### config.mk
export PLATFORM = sky130hd
export DESIGN_NAME = fe_tx_framer
export DESIGN_NICKNAME = d
export VERILOG_FILES = /design/src/rtl/fe_tx_framer.sv
export SDC_FILE = /design/constraint.sdc
export NUM_CORES = 1
export LEC_CHECK = 0
export BUFFER_PORTS_ARGS = -buffer_cell sky130_fd_sc_hd__buf_2
export CORE_ASPECT_RATIO = 1.2
export CORE_MARGIN = 2
export CORE_UTILIZATION = 40
export CTS_BUF_LIST = sky130_fd_sc_hd__clkbuf_8
export DETAILED_ROUTE_END_ITERATION = 16
export GPL_TIMING_DRIVEN = 0
export PLACE_DENSITY = 0.63
export SLEW_MARGIN = 30
export SYNTH_ARGS = -nofsm -noshare
export SYNTH_HDL_FRONTEND = slang
export SYNTH_SLANG_ARGS = --single-unit
### constraint.sdc
create_clock -name clk -period 2 [get_ports clk]
set_clock_uncertainty 0.1 [all_clocks]
set_input_delay 0.1 -clock clk [delete_from_list [all_inputs] [get_ports clk]]
set_output_delay 0.1 -clock clk [all_outputs]
set_load 0.02 [all_outputs]
### src/rtl/fe_tx_framer.sv
// Response-frame transmitter: sends cmd byte, 16-bit length (MSB first) and
// that many payload bytes pulled from the payload FIFO onto a valid/ready byte link.
module fe_tx_framer (
    input  logic        clk,
    input  logic        rst,
    input  logic        start,
    input  logic [7:0]  cmd,
    input  logic [15:0] tx_cnt,
    input  logic        fifo_empty,
    output logic        fifo_rd,
    input  logic [7:0]  fifo_rdata,
    output logic        tx_valid,
    input  logic        tx_ready,
    output logic [7:0]  tx_data,
    output logic        busy,
    output logic        done
);

    typedef enum logic [2:0] {
        IDLE,
        HDR_CMD,
        HDR_HI,
        HDR_LO,
        FETCH,
        LOAD,
        DATA,
        DONE
    } state_t;

    state_t      state;
    state_t      state_nxt;
    logic [7:0]  cmd_r;
    logic [7:0]  byte_r;
    logic [15:0] rem;

    always_ff @(posedge clk) begin
        if (rst) begin
            state <= IDLE;
        end else begin
            state <= state_nxt;
        end
    end

    always_comb begin
        state_nxt = state;
        tx_valid  = 1'b0;
        fifo_rd   = 1'b0;
        busy      = 1'b1;
        done      = 1'b0;
        case (state)
            IDLE: begin
                busy = 1'b0;
                if (start) state_nxt = HDR_CMD;
            end
            HDR_CMD: begin
                tx_valid = 1'b1;
                if (tx_ready) state_nxt = HDR_HI;
            end
            HDR_HI: begin
                tx_valid = 1'b1;
                if (tx_ready) state_nxt = HDR_LO;
            end
            HDR_LO: begin
                tx_valid = 1'b1;
                if (tx_ready) state_nxt = (rem == 16'd0) ? DONE : FETCH;
            end
            FETCH: begin
                // A read is only issued once the FIFO reports data; the wait is unbounded.
                fifo_rd = !fifo_empty;
                if (!fifo_empty) state_nxt = LOAD;
            end
            LOAD: begin
                state_nxt = DATA;
            end
            DATA: begin
                tx_valid = 1'b1;
                if (tx_ready) state_nxt = (rem == 16'd1) ? DONE : FETCH;
            end
            DONE: begin
                done      = 1'b1;
                state_nxt = IDLE;
            end
            default: begin
                state_nxt = IDLE;
            end
        endcase
    end

    always_ff @(posedge clk) begin
        if (rst) begin
            cmd_r  <= 8'h00;
            rem    <= 16'h0000;
            byte_r <= 8'h00;
        end else begin
            case (state)
                IDLE: begin
                    if (start) begin
                        cmd_r <= cmd;
                        rem   <= tx_cnt;
                    end
                end
                HDR_CMD: begin
                    if (tx_ready) byte_r <= rem[15:8];
                end
                HDR_HI: begin
                    if (tx_ready) byte_r <= rem[7:0];
                end
                LOAD: begin
                    byte_r <= fifo_rdata;
                end
                DATA: begin
                    if (tx_ready && rem != 16'd0) rem <= rem - 16'd1;
                end
                default: begin
                end
            endcase
        end
    end

    // The command byte is presented straight from its latch so it stays put through stalls.
    assign tx_data = (state == HDR_CMD) ? cmd_r : byte_r;

endmodule

Yosys cells after proc, flatten, opt, wreduce, memory -nomap -nowiden
Cells that the tools add are included.
- add/subtract/negate cells: 1
- reductions and logical operators: 12
- multiplexer cells: 20
- equality and inequality tests: 15
- operators with widths (kind ; number):
    2-to-1 mux 16 bit ; 2
    case mux 16 bit (2 select lines) ; 1
    2-to-1 mux 8 bit ; 3
    case mux 3 bit (8 select lines) ; 1
    case mux 8 bit (3 select lines) ; 1
    2-to-1 mux 3 bit ; 6
    == test 16 x 1 -> 1 bit (second input constant) ; 1
    logical NOT 16 bit ; 1
    nonzero test 16 bit ; 1
    subtractor 16 x 1 -> 16 bit (second input constant) ; 1
    inequality test 2 bit (second input constant) ; 7
    == test 3 bit (second input constant) ; 4
    == test 3 x 2 -> 1 bit (second input constant) ; 2
    AND reduction 3 bit ; 2
    AND reduction 6 bit ; 1
    2-to-1 mux 1 bit ; 4
    2-to-1 mux 2 bit ; 2
    OR reduction 4 bit ; 1
    == test 3 x 1 -> 1 bit (second input constant) ; 1
    logical NOT 3 bit ; 1
    nonzero test 3 bit ; 1
    AND reduction 2 bit ; 1
    nonzero test 2 bit ; 1
    logical AND 1 bit ; 1
    logical NOT 1 bit ; 1
- word-level logic and storage cells: 52
- register bits after elaboration: 35

Depth between registers and ports, before layout
Gate-level depths: netlist of the first run.
- depth in word-level cells: 4
- depth in mapped cells: 7
- depth with buffers taken out: 6

Least setup slack after synthesis of the first run
OpenSTA, ideal clock, no wires.
- path kind: register to register
- start point: register rem[0]
- end point: register rem[15]
- arrival time: 1602 ps
- clock period less this slack: 1835 ps
- cell stages (with the launch flop): 8
- slack: 165 ps
- library setup time: 133 ps
- cells stage by stage: dfxtp_1 > inv_1 > ha_1 > and2_1 > clkbuf_1 > clkbuf_1 > a221oi_1 > o32ai_1
- longest elaborated chain between the ends: 4
- elaborated cells on any way between the ends: 7
- classes of those cells: add/sub: 1; eq/ne: 1; mux: 2; reduce/logical: 3
- RTL lines (item ; RTL line ; RTL):
    start, declared ; 34 ; logic [15:0] rem;
    start signal, assigned ; 99 ; rem <= tx_cnt;
    start signal, assigned ; 112 ; if (tx_ready && rem != 16'd0) rem <= rem - 16'd1;
    branches (longest 4 deep; another with subtractor 16 x 1 -> 16 bit) ; n/a ;
Several ways; the timed one is not identified. The select of a mux whose other input is x is not followed.
A chain may end at the register's enable or synchronous reset.

Final worst setup path of the first run
- start point: register rem[2]
- end point: register rem[15]
The elaborated chain is that of the path after synthesis.

==> results of run 1 <==
[sequential cells by signal, indices dropped and copies added (netlist names)]
name,flops
byte_r,8
state,3
cmd_r,8
rem,16
[per-stage QoR]
step                      instance area [um2]  hold WS (ns)  power (mW)
final                                    3060        0.0439        4.02
after floorplan                          2400         0.136        2.67
after global placement                   2740         0.245        3.22
after detailed placement                 2740         0.248        3.23
after CTS                                2970        0.0488        3.94
after global routing                     3060        0.0797        4.29
[worst paths after layout]
kind                    to  slack (ns)  cells past startpoint
setup / recovery   rem[15]        0.06                      5
hold / removal      rem[3]        0.04                      3
setup reg to reg   rem[15]        0.06                      5
hold reg to reg   cmd_r[7]        0.35                      2
[critical path, cell delays in order, from the launching register on]
cell,delay (ns)
dfxtp_1,0.30
buf_2,0.19
nor4_4,0.51
nand4_1,0.22
a221oi_1,0.34
o32ai_1,0.14
[routing by layer]
layer | vias to the layer above | wire [um]
li1 | 1278 | -
met1 | 1182 | 3150
met2 | 111 | 3650
met3 | 10 | 425
met4 | 0 | 107
met5 | - | 0
[timing repair]
item,4_1_cts,5_1_grt
setup endpoints to repair,23,32
pin swaps,3,4
resized for setup,9,26
endpoints found under the hold margin,8,0
buffers inserted,4,2
hold buffers,8,0
cloned,0,0
[logic make-up after synthesis]
group                    after synthesis  synth area share, %
multiplexers                          13                 6.00
adder cells (fa/ha/maj)                3                 1.56
flip-flops                            35                 29.2
AO/OA/AOI/OAI                         92                 28.7
AND/OR/NAND/NOR                      122                 27.8
buffers and inverters                 36                 6.73
[cell type report]
type                    count  area [um2]
plain buffers              28         159
inverters                   8        30.0
well taps                  80         100
multi-input cells         230        1600
fillers                   564        2690
flip-flops and latches     35         708
clock inverters             1        7.51
repair buffers             61         360
clock buffers               7        96.3
[cells in the final DEF, fill, tap and decap left out, types with 4 or more instances in the layout]
| cell | instances |
|---|---|
| nand4_1 | 6 |
| buf_2 | 53 |
| clkbuf_2 | 7 |
| a21oi_1 | 14 |
| mux2i_1 | 4 |
| nand3_1 | 4 |
| nand2_1 | 39 |
| o21ai_0 | 11 |
| clkbuf_8 | 7 |
| nor3b_1 | 10 |
| o221ai_1 | 8 |
| nor2_1 | 30 |
| mux2_2 | 8 |
| a211oi_1 | 14 |
| inv_1 | 8 |
| a221oi_1 | 8 |
| and2_1 | 6 |
| clkbuf_1 | 8 |
| dlygate4sd3_1 | 8 |
| buf_4 | 8 |
| nor3_1 | 6 |
| o32ai_1 | 14 |
| dfxtp_1 | 33 |
[power groups by stage]
| stage | clock, mW | combinational, mW | sequential [mW] |
|---|---|---|---|
| after global placement | 0 | 2.13 | 1.09 |
| after detailed placement | 0 | 2.14 | 1.09 |
| after floorplan | 0 | 1.65 | 1.03 |
| after CTS | 0.593 | 2.26 | 1.08 |
| final | 0.580 | 2.35 | 1.09 |
| after global routing | 0.619 | 2.56 | 1.12 |
==> flow_summary.yaml, run 1 <==
run_status:
  status: "finished clean"
drt:
  wl_per_cell_um: 16.3
  drc: 0
  ant_nets: 0
  vias: 2581
  via_per_inst: 5.74
  firstDrtPassIters: 5
  first_iter_violations: 131
  routed_wl_um: 7330
synth:
  synth_top_area_cell: "dfxtp_1"
  synth.top_cells.by_count: "39 x nand2_1, 35 x dfxtp_1, 31 x nor2_1"
  synth_most_common_cell: "nand2_1"
  yosysWarnings: 0
  synthesis.nets: 341
  seq_area_frac_synth_pct: 29.2
  synth_edf_count: 0
  netlist_area_um2: 2400
  synthTopCellsByArea: "dfxtp_1 29%, nand2_1 6.1%, o32ai_1 5.1%, nor2_1 4.8%, a211oi_1 4.4%"
  synthArstFlopShare_pct: 0
  yosys.cell_types.count: 52
  yosys_register_bits: 35
  yosysTopAreaCellShare_pct: 29.2
  syn_area_per_cell_um2: 7.97
  synthCells: 301
  synth_ff_type: "dfxtp_1"
global_routing:
  first_global_vias: 2357
  grt_overflow_total: 0
  grt_pass1_wl_um: 11300
  antenna_found_initial: 0
  grtUsageMet1_pct: 27.0
  grtUsageMet3_pct: 3.53
  top_usage_layer: "met2"
  globalRouteMet2Util_pct: 40.1
  grt_max_degree: 12
  grtUsageTotal_pct: 22.3
cts:
  cts.sinks: 35
  cts_tree: "built"
  htreeDepth: 2
  cts_root_buf: "clkbuf_8"
  clk_latency_ns: 0.29
  cts_buffer_depth: 2
  clkTransAtPathRegs_ns: 0.08
  numCtsBuffers: 5
cells_and_area:
  syn_to_final_growth_pct: 27.4
  drive_above_1_share_pct: 29.2
  final_cells: 450
  fin_util_pct: 53.2
  num_antenna_cells: 0
  fin_nets: 409
worst_setup_path:
  crit_type: "reg -> reg"
  path_max_fanout: 10
  cp-startpoint: "rem[2]"
  worstPathRequired_ns: 2.07
  cp.arrival_ns: 2.01
  endpoint_kind: "flop"
  critical_path.startpoint_type: "flop"
  r2r-start: "rem[2]"
floorplan:
  fp.dieH_um: 88.9
  die_w_um: 74.7
  dieArea_um2: 6640
  rows: 30
  io-pin-count: 49
  core_um2: 5740
  initial_core_util_pct: 41.8
sta:
  finalHoldViolations: 0
  fmax_mhz: 516
  finalSetupViolations: 0
  fin_crit_ns: 1.94
  fin_ws_ns: 0.0602
  rsz0062_at_grt: "yes"
  fin_tns_setup_ns: 0
  finalCritPeriodShare_pct: 97.0
  maxSlewHeadroom_pct: 55.0
  tightest_slew_ns: 0.669
  slew_violations: 0
place:
  post-dp-hpwl_um: 5350
  dpl.cell_count: 428
  port_buffers: 47
  gp_congestion: 0.892
  pre_cts_slack_ns: -0.184
min_path:
  hp-start: "tx_cnt[3]"
  min_path_type: "in -> reg"
power:
  peakVddDrop_v: 0.000704
  power_leakage_nw: 1.20
  power.density_nw_per_um2: 1310
  switchingPower_mw: 1.84
  clkPwrFrac_pct: 14.4
  p_comb_share_pct: 58.5
  switching_share_pct: 45.7
  seq_power_share_pct: 27.1
  p_int_mw: 2.18
run:
  max-cap-violations: 0
Note: power is estimated with default switching activity, not from simulation.
==> run 2, diff against run 1 <==
Clock period 2 ns to 1.95 ns, I/O delays scaled along.
==> flow_summary.yaml, run 2 (synthesis gave the netlist of run 1 again) <==
cells_and_area:
  final_cell_mix: "52 x buf_2, 38 x nand2_1, 33 x dfxtp_1"
  fin_area_um2: 3150
  fin_nets: 415
  syn_to_final_growth_pct: 31.3
  num_antenna_cells: 0
  regMostFlops: "rem"
  final_common_cell: "buf_2"
  drive_above_1_share_pct: 33.0
  reg_top3: "rem (16), byte_r (8), cmd_r (8)"
  largest_reg_flops: 16
  fill_cells: 557
worst_setup_path:
  worstPathRequired_ns: 2.01
  worst_path_largest_cell_delay_ns: 0.43
  path_max_fanout: 5
  cp.arrival_ns: 1.99
  crit_type: "reg -> reg"
  cp_top_family: "compound AO/OA/AOI/OAI gates"
  endpoint_kind: "flop"
  worst_path_max_delay_cell: "dfxtp_1"
  crit_path_cell_trace: "nor4_4 -> buf_4 -> nand4b_1 -> a221oi_1 -> o32ai_1"
  r2r-start: "rem[4]"
  worst-path-buf-inv: 1
  cp-startpoint: "rem[4]"
  critical_path.startpoint_type: "flop"
sta:
  tightest_slew_ns: 0.557
  maxSlewHeadroom_pct: 62.8
  fin_crit_ns: 1.93
  slew_violations: 0
  finalCritPeriodShare_pct: 98.9
  fmax_mhz: 518
  fin_tns_setup_ns: 0
  rsz0062_at_grt: "yes"
  finalSetupViolations: 0
  fin_ws_ns: 0.0212
  finalHoldViolations: 0
global_routing:
  antenna_found_initial: 0
  first_global_vias: 2381
  grt_overflow_total: 0
  grt_pass1_wl_um: 11400
  grtUsageTotal_pct: 22.5
  grt_max_degree: 12
floorplan:
  dieArea_um2: 6640
  die_w_um: 74.7
  rows: 30
  fp.dieH_um: 88.9
  io-pin-count: 49
  initial_core_util_pct: 41.8
  core_um2: 5740
cts:
  cts_root_buf: "clkbuf_8"
  cts_buffer_depth: 2
  numCtsBuffers: 5
  cts_tree: "built"
  cts.sinks: 35
  htreeDepth: 2
  clk_latency_ns: 0.29
  clkTransAtPathRegs_ns: 0.08
min_path:
  hp-start: "tx_cnt[3]"
  min_path_type: "in -> reg"
drt:
  via_per_inst: 5.80
  vias: 2646
  first_iter_violations: 160
  firstDrtPassIters: 5
  wl_per_cell_um: 16.7
  routed_wl_um: 7610
  drc: 0
  ant_nets: 0
place:
  port_buffers: 47
  placed_area_um2: 2740
  post-dp-hpwl_um: 5350
  pre_cts_slack_ns: -0.234
  gp_congestion: 0.892
run:
  max-cap-violations: 0
power:
  switchingPower_mw: 1.95
  p_comb_share_pct: 59.9
  switching_share_pct: 45.4
  seq_power_share_pct: 26.2
  power_leakage_nw: 1.25
  power.total_mw: 4.30
  clkPwrFrac_pct: 13.9
  power.density_nw_per_um2: 1360
  peakVddDrop_v: 0.000731
  p_int_mw: 2.35
run_status:
  status: "finished clean"
-- run 2: repair_timing --
item	in CTS	in global routing
hold endpoints to repair	8	0
gates resized for setup	13	36
endpoints found under the setup margin	25	37
pin swaps	4	3
hold buffers	8	0
setup buffers	9	4
-- run 2: metal layers --
| layer | vias up | global-route usage (%) | routed length, um |
|---|---|---|---|
| li1 | 1292 | - | - |
| met1 | 1213 | 27.1 | 3320 |
| met2 | 125 | 40.3 | 3720 |
| met3 | 16 | 3.53 | 426 |
| met4 | 0 | 7.31 | 140 |
| met5 | - | 0 | 0 |
-- run 2: final timing paths --
check | to | slack (ns) | depth (start not counted)
hold / removal | rem[3] | 0.04 | 3
setup reg to reg | rem[11] | 0.02 | 5
setup / recovery | rem[11] | 0.02 | 5
hold reg to reg | cmd_r[7] | 0.35 | 2
-- run 2: through the flow --
| stage | hold slack (ns) | std cells | util [%] |
|---|---|---|---|
| 3_3_place_gp | 0.243 | 428 | 47.6 |
| 2_1_floorplan | 0.133 | 301 | - |
| 3_5_place_dp | 0.245 | 428 | 47.6 |
| 6_report | 0.0431 | 456 | 54.9 |
| 4_1_cts | 0.0463 | 453 | 52.6 |
| 5_1_grt | 0.0772 | 456 | 54.9 |
-- run 2: area by class of cell --
cell class | count | area [um2] | share of cell area [%]
clock inverter | 1 | 7.51 | 0.238
buffer | 27 | 161 | 5.12
multi-input combinational | 230 | 1640 | 51.9
sequential | 35 | 708 | 22.5
clock buffer | 7 | 96.3 | 3.06
inverter | 8 | 30.0 | 0.953
timing repair buffer | 68 | 413 | 13.1
tap | 80 | 100 | 3.18
-- run 2: power groups by stage --
stage / clock network [mW] / registers, mW / logic [mW]
CTS: 0.608 / 1.11 / 2.35
floorplan: 0 / 1.05 / 1.69
detailed placement: 0 / 1.12 / 2.19
finish: 0.597 / 1.13 / 2.58
global route: 0.634 / 1.15 / 2.78
global placement: 0 / 1.12 / 2.18
-- run 2: tightest hold or removal path, delay by kind of cell --
kind            cells  cell delay [ns]
compound gates      1             0.08
buf+inv             1             0.09
mux                 1             0.12
